`src/rtl/control_sequencer.sv`:
```
// Hardwired fetch/decode/execute control unit driving the ALU_System datapath.
// Each instruction fetches two bytes into IR, then runs one or two execute cycles.
module control_sequencer #(
   parameter int unsigned INIT_CYCLES = 1
) (
   input  logic        Clock,
   input  logic        Reset,
   input  logic [15:0] IR_In,
   input  logic [3:0]  ALU_Flag,
   output logic [2:0]  RF_OutASel,
   output logic [2:0]  RF_OutBSel,
   output logic [1:0]  RF_FunSel,
   output logic [1:0]  ARF_FunSel,
   output logic [1:0]  IR_Funsel,
   output logic [3:0]  RF_RSel,
   output logic [3:0]  RF_TSel,
   output logic [3:0]  ALU_FunSel,
   output logic [1:0]  ARF_OutCSel,
   output logic [1:0]  ARF_OutDSel,
   output logic [3:0]  ARF_RegSel,
   output logic        IR_LH,
   output logic        IR_Enable,
   output logic        Mem_WR,
   output logic        Mem_CS,
   output logic [1:0]  MuxASel,
   output logic [1:0]  MuxBSel,
   output logic        MuxCSel,
   output logic        Halted,
   output logic [2:0]  SC
);

   typedef enum logic [2:0] {
      S_INIT = 3'd0,
      S_T0   = 3'd1,
      S_T1   = 3'd2,
      S_T2   = 3'd3,
      S_T3   = 3'd4,
      S_HALT = 3'd7
   } state_t;

   localparam logic [3:0] OP_LDI = 4'h0;
   localparam logic [3:0] OP_LD  = 4'h1;
   localparam logic [3:0] OP_ST  = 4'h2;
   localparam logic [3:0] OP_ADD = 4'h3;
   localparam logic [3:0] OP_SUB = 4'h4;
   localparam logic [3:0] OP_AND = 4'h5;
   localparam logic [3:0] OP_BRA = 4'h6;
   localparam logic [3:0] OP_BNE = 4'h7;
   localparam logic [3:0] OP_INC = 4'h8;
   localparam logic [3:0] OP_HLT = 4'hF;

   localparam logic [1:0] INIT_LAST = 2'(INIT_CYCLES - 1);

   state_t     r_state;
   logic [1:0] r_init_cnt;
   logic       r_zflag;

   logic [3:0] w_opcode;
   logic [1:0] w_rx;
   logic [1:0] w_ry;
   logic [3:0] w_rx_onehot;
   logic       w_unused;

   function automatic logic [3:0] reg_onehot(input logic [1:0] n);
      logic [3:0] oh;
      case (n)
         2'd0:    oh = 4'b1000;
         2'd1:    oh = 4'b0100;
         2'd2:    oh = 4'b0010;
         2'd3:    oh = 4'b0001;
         default: oh = 4'b0000;
      endcase
      return oh;
   endfunction

   assign w_opcode    = IR_In[15:12];
   assign w_rx        = IR_In[11:10];
   assign w_ry        = IR_In[9:8];
   assign w_rx_onehot = reg_onehot(w_rx);
   // The immediate field and C/N/O flags are consumed by the datapath, not here.
   assign w_unused    = ^{IR_In[7:0], ALU_Flag[2:0]};

   // State sequencing, init counting and the zero flag latched by ALU ops.
   always_ff @(posedge Clock) begin
      if (!Reset) begin
         r_state    <= S_INIT;
         r_init_cnt <= 2'd0;
         r_zflag    <= 1'b0;
      end else begin
         case (r_state)
            S_INIT: begin
               if (r_init_cnt == INIT_LAST) begin
                  r_state    <= S_T0;
                  r_init_cnt <= 2'd0;
               end else begin
                  r_init_cnt <= r_init_cnt + 2'd1;
               end
            end
            S_T0: r_state <= S_T1;
            S_T1: r_state <= S_T2;
            S_T2: begin
               case (w_opcode)
                  OP_LD, OP_ST: r_state <= S_T3;
                  OP_ADD, OP_SUB, OP_AND: begin
                     r_zflag <= ALU_Flag[3];
                     r_state <= S_T0;
                  end
                  OP_HLT:  r_state <= S_HALT;
                  default: r_state <= S_T0;
               endcase
            end
            S_T3:    r_state <= S_T0;
            S_HALT:  r_state <= S_HALT;
            default: r_state <= S_INIT;
         endcase
      end
   end

   // Control word decode from state, instruction and stored zero flag.
   always_comb begin
      RF_OutASel  = 3'b000;
      RF_OutBSel  = 3'b000;
      RF_FunSel   = 2'b00;
      ARF_FunSel  = 2'b00;
      IR_Funsel   = 2'b00;
      RF_RSel     = 4'b0000;
      RF_TSel     = 4'b0000;
      ALU_FunSel  = 4'b0000;
      ARF_OutCSel = 2'b00;
      ARF_OutDSel = 2'b00;
      ARF_RegSel  = 4'b0000;
      IR_LH       = 1'b0;
      IR_Enable   = 1'b0;
      Mem_WR      = 1'b0;
      Mem_CS      = 1'b1;
      MuxASel     = 2'b00;
      MuxBSel     = 2'b00;
      MuxCSel     = 1'b0;
      Halted      = 1'b0;
      SC          = r_state;
      case (r_state)
         S_INIT: begin
            RF_FunSel  = 2'b11;
            RF_RSel    = 4'b1111;
            RF_TSel    = 4'b1111;
            ARF_FunSel = 2'b11;
            ARF_RegSel = 4'b1110;
            IR_Enable  = 1'b1;
            IR_Funsel  = 2'b11;
         end
         S_T0, S_T1: begin
            Mem_CS     = 1'b0;
            IR_Enable  = 1'b1;
            IR_Funsel  = 2'b10;
            IR_LH      = (r_state == S_T1);
            ARF_RegSel = 4'b1000;
            ARF_FunSel = 2'b01;
         end
         S_T2: begin
            case (w_opcode)
               OP_LDI: begin
                  MuxASel   = 2'b10;
                  RF_FunSel = 2'b10;
                  RF_RSel   = w_rx_onehot;
               end
               OP_LD, OP_ST: begin
                  MuxBSel    = 2'b10;
                  ARF_FunSel = 2'b10;
                  ARF_RegSel = 4'b0100;
               end
               OP_ADD, OP_SUB, OP_AND: begin
                  RF_OutASel = {1'b1, w_rx};
                  RF_OutBSel = {1'b1, w_ry};
                  MuxCSel    = 1'b1;
                  MuxASel    = 2'b00;
                  RF_FunSel  = 2'b10;
                  RF_RSel    = w_rx_onehot;
                  if (w_opcode == OP_ADD) begin
                     ALU_FunSel = 4'b0100;
                  end else if (w_opcode == OP_SUB) begin
                     ALU_FunSel = 4'b0110;
                  end else begin
                     ALU_FunSel = 4'b0111;
                  end
               end
               OP_BRA: begin
                  MuxBSel    = 2'b10;
                  ARF_FunSel = 2'b10;
                  ARF_RegSel = 4'b1000;
               end
               OP_BNE: begin
                  if (!r_zflag) begin
                     MuxBSel    = 2'b10;
                     ARF_FunSel = 2'b10;
                     ARF_RegSel = 4'b1000;
                  end else begin
                     MuxBSel = 2'b00;
                  end
               end
               OP_INC: begin
                  RF_FunSel = 2'b01;
                  RF_RSel   = w_rx_onehot;
               end
               default: begin
                  Mem_CS = 1'b1;
               end
            endcase
         end
         S_T3: begin
            ARF_OutDSel = 2'b01;
            Mem_CS      = 1'b0;
            if (w_opcode == OP_ST) begin
               RF_OutASel = {1'b1, w_rx};
               MuxCSel    = 1'b1;
               ALU_FunSel = 4'b0000;
               Mem_WR     = 1'b1;
            end else begin
               MuxASel   = 2'b01;
               RF_FunSel = 2'b10;
               RF_RSel   = w_rx_onehot;
            end
         end
         S_HALT: begin
            Halted = 1'b1;
         end
         default: begin
            SC = r_state;
         end
      endcase
   end

endmodule

```
`config.mk`:
```
export PLATFORM = sky130hd
export DESIGN_NAME = control_sequencer
export DESIGN_NICKNAME = d
export VERILOG_FILES = /design/src/rtl/control_sequencer.sv
export SDC_FILE = /design/constraint.sdc
export NUM_CORES = 1
export LEC_CHECK = 0
export CORE_MARGIN = 2
export CORE_UTILIZATION = 23
export DETAILED_ROUTE_END_ITERATION = 16
export PLACE_DENSITY = 0.65
export REMOVE_ABC_BUFFERS = 1
export SLEW_MARGIN = 0
export SYNTH_ARGS = -nofsm -noshare
export SYNTH_HDL_FRONTEND = slang
export SYNTH_SLANG_ARGS = --single-unit
export TNS_END_PERCENT = 20
```
`constraint.sdc`:
```
create_clock -name Clock -period 2.55 [get_ports Clock]
set_clock_uncertainty 0.1 [all_clocks]
set_input_delay 0.3825 -clock Clock [delete_from_list [all_inputs] [get_ports Clock]]
set_output_delay 0.3825 -clock Clock [all_outputs]
set_load 0.1 [all_outputs]
```
# ---- Word-level counts from Yosys, hierarchy flattened
# Index checks and enable logic that the tools add are counted.
dict set report totals {
  ff_bits 6
  inputBits 22
  out_inout_bits 45
  elab_cells 76
}
dict set report op_classes {
  add_sub_neg 1
  eq_ne 18
  n_mux 41
  reduce_logical 13
}
# cell n
set op_table {}
lappend op_table {{4-bit case mux with 3 select lines} 3}
lappend op_table {{3-bit 2-to-1 mux} 7}
lappend op_table {{3-bit case mux with 6 select lines} 1}
lappend op_table {{4-bit by 3-bit equality test with 1-bit output, second input constant} 4}
lappend op_table {{4-bit 2-to-1 mux} 4}
lappend op_table {{2-bit case mux with 2 select lines} 4}
lappend op_table {{4-bit case mux with 4 select lines} 1}
lappend op_table {{2-bit 2-to-1 mux} 6}
lappend op_table {{2-bit case mux with 3 select lines} 2}
lappend op_table {{3-bit case mux with 2 select lines} 2}
lappend op_table {{3-bit OR reduction} 4}
lappend op_table {{1-bit 2-to-1 mux} 10}
lappend op_table {{4-bit by 2-bit equality test with 1-bit output, second input constant} 2}
lappend op_table {{4-bit equality test, second input constant} 2}
lappend op_table {{3-bit by 2-bit equality test with 1-bit output, second input constant} 2}
lappend op_table {{3-bit equality test, second input constant} 2}
lappend op_table {{5-bit OR reduction} 1}
lappend op_table {{2-bit equality test, second input constant} 2}
lappend op_table {{4-bit by 1-bit equality test with 1-bit output, second input constant} 1}
lappend op_table {{2-bit logical NOT} 2}
lappend op_table {{4-bit logical NOT} 1}
lappend op_table {{2-bit OR reduction} 2}
lappend op_table {{4-bit OR reduction} 1}
lappend op_table {{3-bit by 1-bit equality test with 1-bit output, second input constant} 1}
lappend op_table {{other kinds (6)} 6}

# ---- Logic depth before layout (Yosys ltp)
dict set report logic_depth {
  depth_word 5
  depth_mapped 5
  ltp_nobuf 4
}

# ---- Worst setup path after synthesis
# OpenSTA, ideal clock, no wires.
dict set report synth_timing {
  kind {reg-to-output}
  startpoint {reg r_state[0], in the netlist SC[0]}
  endpoint {out MuxASel[1]}
  t_arrival_ps 4337
  required_time_ps 2068
  path_slack_ps -2270
  path_stages_with_launch 4
  n_path_buf 1
  cell_sequence {dfxtp_1 buf_2 nand4bb_4 nor4_1}
}
dict set report synth_between {
  elab_chain_cells 2
  word_cells_on_any_way 3
  cone_classes {eq/ne (2); mux (1)}
}
# element line_no
set synth_rtl {}
lappend synth_rtl {{start, declared} 54} ;# state_t r_state;
lappend synth_rtl {{start signal, assigned} 86} ;# r_state <= S_INIT;
lappend synth_rtl {{start signal, assigned} 93} ;# r_state <= S_T0;
lappend synth_rtl {{start signal, assigned} 99} ;# S_T0: r_state <= S_T1;
lappend synth_rtl {{3-bit equality test / 3-bit by 2-bit equality test with 1-bit output (equally long branches)} 141} ;# case (r_state)
lappend synth_rtl {{2-bit case mux with 2 select lines *} 141}
lappend synth_rtl {{end, declared} 25} ;# output logic [1:0] MuxASel,
# Mark *: on every way between the ends. The rest lies on a longest branch, timed or not.

# ---- Worst setup path after layout
dict set report layout_timing {
  startpoint {in IR_In[14]}
  endpoint {out RF_OutASel[0]}
}
dict set report layout_between {
  elab_chain_cells 4
  word_cells_on_any_way 8
  cone_classes {eq/ne (4); mux (3); reduce/logical (1)}
}
# element line_no
set layout_rtl {}
lappend layout_rtl {{start, declared} 8} ;# input logic [15:0] IR_In,
lappend layout_rtl {{4-bit by 2-bit equality test with 1-bit output / 4-bit by 3-bit equality test with 1-bit output (equally long branches)} 160} ;# case (w_opcode)
lappend layout_rtl {{3-bit OR reduction} 160}
lappend layout_rtl {{3-bit 2-to-1 mux} 160}
lappend layout_rtl {{3-bit case mux with 2 select lines *} 141}
lappend layout_rtl {{end, declared} 10} ;# output logic [2:0] RF_OutASel,
# Marked as above.

==> results.cfg <==
[outcome]
run_status = completed

[worst_setup_path]
worst-endpoint-required_ns = 2.07
timing.critical_path.to_type = output port
critical_path.startpoint_type = input port
worst_setup_path_class = input port to output port
critical_path.max_fanout = 5
crit_arrival_ns = 1.99

[logic_synthesis]
cell_taking_the_most_area_after_synthesis = dfxtp_1
netlist_top_cells_area = dfxtp_1 (14%), buf_4 (12%), nor2_1 (7.6%)
synth.top_cells.by_count = nor2_1 (17), buf_4 (14), a21oi_1 (9)
synth_cell_types = 37
postSynthRegisterBits = 6
ys_seq_area_share_pct = 14.3
cells_after_synthesis = 121
dominantRegCellSynth = dfxtp_1
netlist.area_leader.share_pct = 14.3
ys_warn_count = 0
synth-edff-count = 0
synthesis.area_um2 = 842
ys_async_sr_fraction_pct = 0
syn_area_cell_um2 = 6.96
synth.most_common_cell = nor2_1

[clocking]
cts-root-buf = clkbuf_4
cts.path.max_buffers = 2
clock-sinks = 6
hold_buffers = 0
tritoncts_clock_tree = built
post_cts_setup_bufs = 0
worstSkewPairLatency_ns = 0.24
ctsHtreeMaxLevel = 1
cts_made_buffers = 3
worst_setup_hold_path_clk_slew_ns = 0.04

[timing]
final-setup-viol-count = 0
timing_hold_violations_final = 0
period_needed_ns = 2.48
grt_setup_unrepaired = true
final_min_period_over_clock_period_pct = 97.1
report.final.slew_viol_count = 0
achievable-frequency_ghz = 0.404

[flow_run]
max_cap_violations = 0

[power]
share_clk_of_total_power_pct = 9.2
static_power_due_to_leakage_nw = 0.726
share_seq_of_total_power_pct = 11.7
power_density_nw_per_um2 = 539
switching_share_pct = 59.3
power.share.combinational_pct = 79.1
p_sw_mw = 0.558
internal-power_mw = 0.383
max_vdd_drop_v = 0.000235

[global_route]
overall_routing_resource_usage_pct = 12.1
initial_antenna_violation_count = 0
grt_max_degree = 14
vias_in_the_first_global_route = 948
grt_first_pass_wirelength_um = 4170
globalRoute.totalOverflow = 0

[final_layout]
drive_gt1_share_pct = 38.5
fill_cells = 324
finish.instance_area_um2 = 1750
antenna-diode-count = 0
synthToLayoutAreaGrowth_pct = 107
finalNonFillerCells = 220
layout.nets = 200

[detailed_routing]
antenna_violating_nets_post_route = 0
route.final.wire_length_um = 2610
drcViolationCount = 0
total_iterations_of_the_first_detailed_routing_run = 4
drt-wirelength-per-cell_um = 11.9
initialDrtViolationCount = 28
via_count = 1007
vias_per_cell = 4.58

[placed_design]
hpwl_um = 2260
dpl-instance-area_um2 = 1720
gp_congestion = 0.797
buffer_ports.inserted = 49
place.detailed.instances = 217

[floorplan]
die-height_um = 64.5
die_area_um2 = 4160
die_w_um = 64.5
top_level_ports = 67
placementRows = 21
initial_core_util_pct = 24.7
core_area_um2 = 3420

[worst_hold_path]
min_path_type = flip-flop to flip-flop
==> critical path, stage by stage <==
cell	delay, ns
clkdlybuf4s50_1	0.48
buf_4	0.19
nand3b_1	0.19
a21bo_1	0.20
a21oi_2	0.16
and2_1	0.20
buf_12	0.18
==> per-stage QoR <==
| step | hold WS [ns] | TNS [ns] | utilization (%) | setup WS, ns | total power [mW] |
|---|---|---|---|---|---|
| 3_5_place_dp | 0.394 | 0 | 50.3 | 0.00503 | 0.858 |
| 6_report | 0.406 | 0 | 51.1 | 0.0743 | 0.941 |
| 4_1_cts | 0.400 | 0 | 51.0 | 0.0656 | 0.948 |
| 3_3_place_gp | 0.391 | 0 | 50.3 | 0.0843 | 0.851 |
| 2_1_floorplan | 0.347 | -84.32 | - | -4.73 | 0.583 |
| 5_1_grt | 0.451 | -0.00761 | 51.1 | -0.00471 | 0.972 |
==> layout make-up <==
type,count,area [um^2],share of cell area (%)
multi-input cells,93,586,33.5
well taps,46,57.6,3.30
flip-flops and latches,6,120,6.88
inverters,5,18.8,1.08
clock buffers,3,22.5,1.29
repair buffers,67,941,53.9
==> kinds of logic after synthesis <==
| family | synth area share [%] |
|---|---|
| simple gates | 39.1 |
| xor+xnor | 2.08 |
| flops | 14.3 |
| compound gates | 22.0 |
| other cells | 0.445 |
| buf+inv | 19.2 |
| fa+ha+maj | 2.97 |
==> routing by layer <==
layer	share of wire, %	global-route usage, %	vias up
li1	-	-	499
met1	41	14.6	469
met2	52	22.0	37
met3	5.3	2.78	2
met4	0.92	1.86	0
met5	0	0	-
==> sequential cells by signal, indices dropped and copies added, names as in the netlist <==
signal      flops
SC              3
r_zflag         1
r_init_cnt      2
==> worst paths after layout <==
| kind | slack, ns | depth (start not counted) | endpoint | startpoint |
|---|---|---|---|---|
| max reg2reg | 0.98 | 5 | r_zflag | SC[0] |
| max | 0.07 | 7 | RF_OutASel[0] | IR_In[14] |
| min reg2reg | 0.41 | 2 | r_zflag | r_zflag |
| min | 0.41 | 2 | r_zflag | r_zflag |
==> what timing repair did <==
item,in CTS,in global routing
endpoints found under the hold margin,0,0
resized for setup,1,1
pin swaps,0,0
setup endpoints to repair,1,2
==> power by group through the flow <==
stage               clock, mW  sequential [mW]  combinational, mW
floorplan                   0            0.137              0.446
global placement            0            0.112              0.739
detailed placement          0            0.112              0.746
CTS                    0.0904            0.110              0.747
global route           0.0964            0.111              0.764
finish                 0.0862            0.110              0.744
==> placed cells by master, fill, tap and decap left out, drive strengths merged <==
cell            n
o21ai           7
nand2           8
xnor2           1
nor4b           1
a2111o          1
o21bai          1
nand3           2
nor4            1
and3            2
ha              2
o221a           1
and3b           1
inv             5
nand3b          1
xor2            1
a41oi           3
conb            6
nand4bb         1
nor2b           6
and2            7
o311ai          1
nand4b          1
a21oi          10
nand2b          1
buf            57
nor2           17
clkdlybuf4s50  10
a31oi           1
a21o            1
clkbuf          3
a21bo           1
nor3            5
dfxtp           6
a21boi          1
or3             1
Note: power is estimated with default switching activity, not from simulation.
